`src/rtl/trade_return_fanout.sv`:
```
// Engine-side result fan-out: every accepted word is copied into NUM_CH private FIFOs,
// and each FIFO is drained as a byte stream with valid/ready and word-boundary tlast.
module trade_return_fanout #(
  parameter int NUM_CH      = 2,
  parameter int WORD_W      = 32,
  parameter int DEPTH       = 16,
  parameter bit MSB_FIRST   = 1'b0,
  parameter bit FILTER_ZERO = 1'b0
) (
  input  logic                                   clk,
  input  logic                                   rst_n,
  input  logic                                   in_valid,
  input  logic [WORD_W-1:0]                      in_data,
  input  logic [NUM_CH-1:0]                      ch_enable,
  input  logic                                   clr_stats,
  output logic [NUM_CH*8-1:0]                    m_tdata,
  output logic [NUM_CH-1:0]                      m_tvalid,
  output logic [NUM_CH-1:0]                      m_tlast,
  input  logic [NUM_CH-1:0]                      m_tready,
  output logic [NUM_CH*($clog2(DEPTH)+1)-1:0]    ch_level,
  output logic [NUM_CH*16-1:0]                   drop_count,
  output logic [NUM_CH-1:0]                      overflow_sticky
);

  localparam int BYTES = WORD_W / 8;
  localparam int AW    = $clog2(DEPTH);
  localparam int CW    = AW + 1;
  localparam int IW    = (BYTES > 1) ? $clog2(BYTES) : 1;

  localparam logic [IW-1:0] LAST_IDX = IW'(BYTES - 1);
  localparam logic [CW-1:0] FULL_CNT = CW'(DEPTH);

  // A zero word is a NOP only when filtering is enabled; it then never reaches any FIFO.
  logic w_word_ok;
  assign w_word_ok = in_valid && !(FILTER_ZERO && (in_data == '0));

  genvar c;
  generate
    for (c = 0; c < NUM_CH; c++) begin : g_ch
      logic [WORD_W-1:0] r_mem [DEPTH];
      logic [AW-1:0]     r_wr_ptr;
      logic [AW-1:0]     r_rd_ptr;
      logic [CW-1:0]     r_count;
      logic [IW-1:0]     r_byte_idx;
      logic [15:0]       r_drop_cnt;
      logic              r_sticky;

      logic              w_empty;
      logic              w_full;
      logic              w_hs;
      logic              w_last;
      logic              w_pop;
      logic              w_wr_req;
      logic              w_wr_en;
      logic              w_drop;
      logic [WORD_W-1:0] w_head;
      logic [IW-1:0]     w_sel;
      logic [7:0]        w_byte;

      assign w_empty  = (r_count == '0);
      assign w_full   = (r_count == FULL_CNT);
      assign w_hs     = !w_empty && m_tready[c];
      assign w_last   = (r_byte_idx == LAST_IDX);
      assign w_pop    = w_hs && w_last;
      assign w_wr_req = w_word_ok && ch_enable[c];
      // A full channel still takes the word when its head leaves in the same cycle.
      assign w_wr_en  = w_wr_req && (!w_full || w_pop);
      assign w_drop   = w_wr_req && w_full && !w_pop;
      assign w_head   = r_mem[r_rd_ptr];

      always_comb begin
        w_sel  = MSB_FIRST ? IW'(LAST_IDX - r_byte_idx) : r_byte_idx;
        w_byte = w_head[{w_sel, 3'b000} +: 8];
      end

      // Storage has no reset; validity is carried entirely by r_count.
      always_ff @(posedge clk) begin
        if (w_wr_en) begin
          r_mem[r_wr_ptr] <= in_data;
        end
      end

      always_ff @(posedge clk or negedge rst_n) begin
        if (!rst_n) begin
          r_wr_ptr <= '0;
          r_rd_ptr <= '0;
          r_count  <= '0;
        end else begin
          if (w_wr_en) begin
            r_wr_ptr <= r_wr_ptr + AW'(1);
          end
          if (w_pop) begin
            r_rd_ptr <= r_rd_ptr + AW'(1);
          end
          case ({w_wr_en, w_pop})
            2'b10:   r_count <= r_count + CW'(1);
            2'b01:   r_count <= r_count - CW'(1);
            default: r_count <= r_count;
          endcase
        end
      end

      always_ff @(posedge clk or negedge rst_n) begin
        if (!rst_n) begin
          r_byte_idx <= '0;
        end else if (w_hs) begin
          r_byte_idx <= w_last ? '0 : r_byte_idx + IW'(1);
        end
      end

      // A drop coinciding with a clear is kept, so no loss goes unrecorded.
      always_ff @(posedge clk or negedge rst_n) begin
        if (!rst_n) begin
          r_drop_cnt <= '0;
          r_sticky   <= 1'b0;
        end else if (clr_stats) begin
          r_drop_cnt <= {15'd0, w_drop};
          r_sticky   <= w_drop;
        end else if (w_drop) begin
          if (r_drop_cnt != 16'hFFFF) begin
            r_drop_cnt <= r_drop_cnt + 16'd1;
          end
          r_sticky <= 1'b1;
        end
      end

      assign m_tvalid[c]               = !w_empty;
      assign m_tdata[c*8 +: 8]         = w_empty ? 8'h00 : w_byte;
      assign m_tlast[c]                = !w_empty && w_last;
      assign ch_level[c*CW +: CW]      = r_count;
      assign drop_count[c*16 +: 16]    = r_drop_cnt;
      assign overflow_sticky[c]        = r_sticky;
    end
  endgenerate

endmodule

```
`config.mk`:
```
export PLATFORM = sky130hd
export DESIGN_NAME = trade_return_fanout
export DESIGN_NICKNAME = d
export VERILOG_FILES = /design/src/rtl/trade_return_fanout.sv
export SDC_FILE = /design/constraint.sdc
export NUM_CORES = 1
export LEC_CHECK = 0
export ABC_AREA = 1
export BUFFER_PORTS_ARGS = -buffer_cell sky130_fd_sc_hd__buf_2
export CORE_MARGIN = 5
export CORE_UTILIZATION = 34
export DETAILED_ROUTE_END_ITERATION = 8
export PLACE_DENSITY_LB_ADDON = 0.12
export SLEW_MARGIN = 20
export SYNTH_ARGS = -nofsm -noshare
export SYNTH_HDL_FRONTEND = slang
export SYNTH_SLANG_ARGS = --single-unit
```
`constraint.sdc`:
```
create_clock -name clk -period 8.22 [get_ports clk]
set_input_delay 1.644 -clock clk [delete_from_list [all_inputs] [get_ports clk]]
set_output_delay 1.644 -clock clk [all_outputs]
set_load 0.05 [all_outputs]
```
## Yosys cells after proc, flatten, opt, wreduce, memory -nomap -nowiden

Memory sizes are Yosys's and may differ from the RTL's.
Index checks and enable logic that the tools add are counted.

- Memories: 2
- Bits in writable memories: 1024
- Bits of input ports: 40
- Output and inout bits: 64
- Register bits: 64

Memories:

| memory | depth | width | read ports | clocked after memory_dff | wr ports | line | RTL |
|---|---|---|---|---|---|---|---|
| g_ch[0].r_mem | 16 | 32 | 1 | 0 | 1 | 40 | `logic [WORD_W-1:0] r_mem [DEPTH];` |
| g_ch[1].r_mem | 16 | 32 | 1 | 0 | 1 | 40 |  |

- Multiplexer cells: 20
- Shift operators: 2
- Add/subtract/negate cells: 12
- Reductions and logical operators: 32
- Eq/ne operators: 10

Operators with widths:

| cell | count |
|---|---|
| 16-bit two-way mux | 6 |
| 32-bit by 6-bit indexed part select with 8-bit output | 2 |
| 16-bit by 1-bit adder with 16-bit output (second input constant) | 2 |
| 16-bit inequality test (second input constant) | 2 |
| 5-bit one-hot mux with 2 select lines | 2 |
| 4-bit by 1-bit adder with 4-bit output (second input constant) | 4 |
| 8-bit two-way mux | 2 |
| 1-bit logical AND | 14 |
| 2-bit nonzero test | 6 |
| 5-bit by 1-bit adder with 5-bit output (second input constant) | 2 |
| 5-bit == test (second input constant) | 2 |
| 5-bit logical NOT | 2 |
| 5-bit by 1-bit subtractor with 5-bit output (second input constant) | 2 |
| 2-bit == test (second input constant) | 4 |
| 1-bit two-way mux | 8 |
| 1-bit logical NOT | 6 |
| 2-bit by 1-bit adder with 2-bit output (second input constant) | 2 |
| 2-bit by 1-bit == test with 1-bit output (second input constant) | 2 |
| 2-bit two-way mux | 2 |
| 2-bit AND reduction | 2 |
| 1-bit logical OR | 2 |

## Depth between registers and ports, before layout

- Depth in word-level cells: 8
- Gate-level depth with buffers: 16
- Mapped depth without buffers: 16

## Worst setup path before layout

No wires, ideal clock.

- Path kind: input port to flip-flop
- Start: in ch_enable[1]
- End: mem g_ch[1].r_mem[11][0] (enable)
- Path buffers: 0
- Data arrival time: 3.538 ns
- Setup time: 0.421 ns
- Setup slack: 4.261 ns
- Stages: 6
- Path through: nand2_1 > inv_1 > nand2_1 > inv_2 > nand2_1 > nor2_1

- Cells in the longest elaborated chain, start to end: 4

RTL lines:

| element | line | RTL |
|---|---|---|
| from (decl) | 14 | `input logic [NUM_CH-1:0] ch_enable,` |
| 1-bit logical AND | 65 | `assign w_wr_req = w_word_ok && ch_enable[c];` |
| 1-bit logical AND | 67 | `assign w_wr_en = w_wr_req && (!w_full \|\| w_pop);` |
| 1-bit two-way mux | 78 | `if (w_wr_en) begin` |
| 1-bit two-way mux (not written as such) | 79 | `r_mem[r_wr_ptr] <= in_data;` |
| to (decl) | 40 |  |

No other way between the ends.

## Worst setup path after layout

- Start: reg g_ch[1].r_rd_ptr[0]
- End: out m_tdata[15]

- Cells in the longest elaborated chain, start to end: 3

RTL lines:

| element | line | RTL |
|---|---|---|
| from (decl) | 42 | `logic [AW-1:0] r_rd_ptr;` |
| from (signal assigned) | 93 | `r_rd_ptr <= r_rd_ptr + AW'(1);` |
| memory 16 x 32 bit | -- |  |
| 32-bit by 6-bit indexed part select with 8-bit output | 73 | `w_byte = w_head[{w_sel, 3'b000} +: 8];` |
| 8-bit two-way mux | 128 | `assign m_tdata[c*8 +: 8] = w_empty ? 8'h00 : w_byte;` |
| to (decl) | 16 | `output logic [NUM_CH*8-1:0] m_tdata,` |

No other way between the ends.

==> out/qor.csv <==
metric,value,unit
outcome,"complete, no violations",
worst-skew pair later-pin latency,720,ps
GP Congestion,0.752,
Setup crit start kind,flip-flop,
Slew headroom,34.5,%
fraction of layout cells with a size suffix above 1,10.6,%
antenna-violating nets left,0,
DIE WIDTH,375,um
DP Worst Slack,2880,ps
WP depth,9,
DRC,0,
GRT Util Overall,18.5,%
fin crit share,73.9,%
post-synth cell types,46,
Post-CTS Setup Repair Bufs,0,
setup_tns,0,ps
area post-placement,47600,um2
Post-Syn Area,45300,um2
sequential fraction of the synthesis area,71.3,%
htree depth,3,
CTS sink count,1088,
average cell area after synthesis,11.8,um2
share of flip-flops with an asynchronous set or reset after synthesis,5.88,%
Worst EP arrival,4430,ps
largest net degree at the start of global routing,184,
final worst clock skew,27.1,ps
CTS tree,built,
cells along the critical path,inv_8 > buf_4 > nand2_1 > nand3_1 > nand3_1 > a21oi_1 > o211ai_1 > a21oi_1 > buf_2,
Nets,3970,
cell family with most CP delay,buffers and inverters,
CP max stage delay,780,ps
PwrDens,349,nW/um2
"commonest non-fill, non-tap cell in the layout",nand2_1,
Root Buffer,clkbuf_16,
Hold Path Class,reg -> reg,
Pleak,18.4,nW
crit path max fanout,133,
fmax,165,MHz
"commonest non-fill, non-tap cells in the layout","1203 x nand2_1, 1024 x edfxtp_1, 574 x nand3_1, 201 x a21oi_1, 151 x nor2_1",
via count,28900,
utilization after layout,38.6,%
crit path buf inv count,3,
Layout fillers,12800,
Post-Route WL,132000,um
Core Footprint,133000,um2
Ys Warns,0,
cts bufs inserted,118,
row count,134,
Area Overhead vs Synth,13.1,%
Synth Register Bits,1088,
Routed wire per std cell,22.8,um
die footprint,141000,um2
Cells after Synth,3850,
Seq. cell area,32400,um2
critical path class,reg -> out,
Final Instance Area,51300,um2
Hold Path Depth,2,
setup slack after layout,2140,ps
Final setup viols,0,
Die H,375,um
"EDFF count, synth",1024,
syn nets,3908,
hold buffers post-CTS,0,
vias in the first global route,28200,
area of the multi-input gates,11700,um2
Max-cap violations,0,
Final min period,6080,ps
CP max stage cell,dfrtp_4,
Overall Power,0.0179,W
vias per cell,4.99,
initial antenna violation count,8,
post-cts resize count,0,
Max clock buf depth,3,
Worst setup EP type,primary output,
HPWL after DPL,66900,um
port buffer count,103,
global route total overflow,0,
Initial Util,34.1,%
Final Hold Fails,0,
reg2reg setup slack,4480,ps
Slew @ Worst Pin,982,ps
first-pass GRT wire length,194000,um
Max VDD drop,0.000440,V
Critical Path RT,6580,ps
clock-pin slew on the worst setup and hold paths,60,ps
top_reg_cell synth,edfxtp_1,
Worst Reg2Reg Path Length in Cells,8,
Pre-Repair DR Iteration Count,5,
I/O pins,104,
RSZ-0062 raised after global routing,no,
fin. max-slew vios,0,
initial drt markers,2224,
## area by class of cell
type,count,area share [%]
antenna,7,0.0341
clock buffer,154,6.14
clock inverter,62,0.949
inverter,79,0.632
multi-input combinational,2456,22.8
sequential,1088,63.1
tap,1768,4.31
timing repair buffer,169,2.07
## stage by stage
| step | hold slack (ps) | cells |
|---|---|---|
| floorplan | 451 | 3850 |
| global placement | 469 | 5560 |
| detailed placement | 463 | 5560 |
| CTS | 478 | 5776 |
| global route | 492 | 5776 |
| finish | 476 | 5783 |
## cell families (layout without fill, tap and decap cells)
logic type      count (synthesis)  after routing  synth area share [%]
simple gates                 2016           2016                  18.9
flops                        1088           1088                  71.3
compound gates                384            384                  5.11
buf+inv                       306            464                  3.44
xor+xnor                       38             38                 0.734
fa+ha+maj                      18             18                 0.497
other cells                     0              7                     0
## synth_stat cells (3+ instances only)
| master | instances | share of area [%] |
|---|---|---|
| a21oi_1 | 201 | 2.2 |
| buf_1 | 19 | 0.16 |
| buf_2 | 83 | 0.92 |
| buf_4 | 29 | 0.48 |
| buf_6 | 25 | 0.62 |
| clkbuf_1 | 71 | 0.59 |
| clkinv_1 | 3 | 0.025 |
| dfrtp_1 | 64 | 3.5 |
| edfxtp_1 | 1024 | 68 |
| ha_1 | 18 | 0.50 |
| inv_1 | 59 | 0.49 |
| inv_2 | 14 | 0.12 |
| nand2_1 | 1203 | 10 |
| nand2_2 | 3 | 0.041 |
| nand3_1 | 574 | 6.3 |
| nand3_2 | 3 | 0.066 |
| nand3_4 | 3 | 0.12 |
| nand3b_1 | 3 | 0.050 |
| nand4_1 | 14 | 0.19 |
| nor2_1 | 183 | 1.5 |
| nor2_2 | 5 | 0.069 |
| nor3_1 | 7 | 0.077 |
| nor4_1 | 4 | 0.055 |
| o211ai_1 | 16 | 0.26 |
| o21ai_0 | 71 | 0.78 |
| o21ai_1 | 11 | 0.12 |
| o31ai_1 | 64 | 1.1 |
| o31ai_2 | 8 | 0.22 |
| o31ai_4 | 7 | 0.33 |
| xnor2_1 | 5 | 0.097 |
| xor2_1 | 33 | 0.64 |
## power breakdown
| group | internal (W) | total [W] | switching, W |
|---|---|---|---|
| Combinational | 0.00156 | 0.00623 | 0.00466 |
| Clock | 0.00290 | 0.00506 | 0.00216 |
| Sequential | 0.00640 | 0.00664 | 0.000242 |
## flip-flops by register name, indices dropped and copies added, names as in the netlist
| name | cells |
|---|---|
| g_ch.r_byte_idx | 4 |
| g_ch.r_count | 10 |
| g_ch.r_drop_cnt | 32 |
| g_ch.r_mem | 1024 |
| g_ch.r_rd_ptr | 8 |
| g_ch.r_sticky | 2 |
| g_ch.r_wr_ptr | 8 |
## routing by layer
| metal | share of wire, % | GRT usage (%) | vias to the layer above |
|---|---|---|---|
| met5 | 0.015 | 0 | - |
| met4 | 2.0 | 3.75 | 2 |
| met3 | 3.9 | 2.43 | 171 |
| met2 | 50 | 32.2 | 534 |
| met1 | 44 | 24.8 | 14400 |
| li1 | - | - | 13700 |
## tightest hold or removal path, cell delays in order (launching register included)
cell and delay, ps:
dfrtp_1 340, nand2_1 50, nand2_1 50
## path summary, 6_finish.rpt
check                                                  start                                 end
setup / recovery             g_ch[1].r_rd_ptr[0]$_DFFE_PN0P_                         m_tdata[15]
hold / removal                  g_ch[0].r_sticky$_DFFE_PN0P_        g_ch[0].r_sticky$_DFFE_PN0P_
setup reg to reg           g_ch[1].r_byte_idx[0]$_DFFE_PN0P_      g_ch[1].r_mem[3][29]$_DFFE_PP_
hold reg to reg                 g_ch[0].r_sticky$_DFFE_PN0P_        g_ch[0].r_sticky$_DFFE_PN0P_
max in group asynchronous                              rst_n     g_ch[0].r_rd_ptr[1]$_DFFE_PN0P_
min in group asynchronous                              rst_n  g_ch[1].r_drop_cnt[13]$_DFFE_PN0P_
Note: power is estimated with default switching activity, not from simulation.
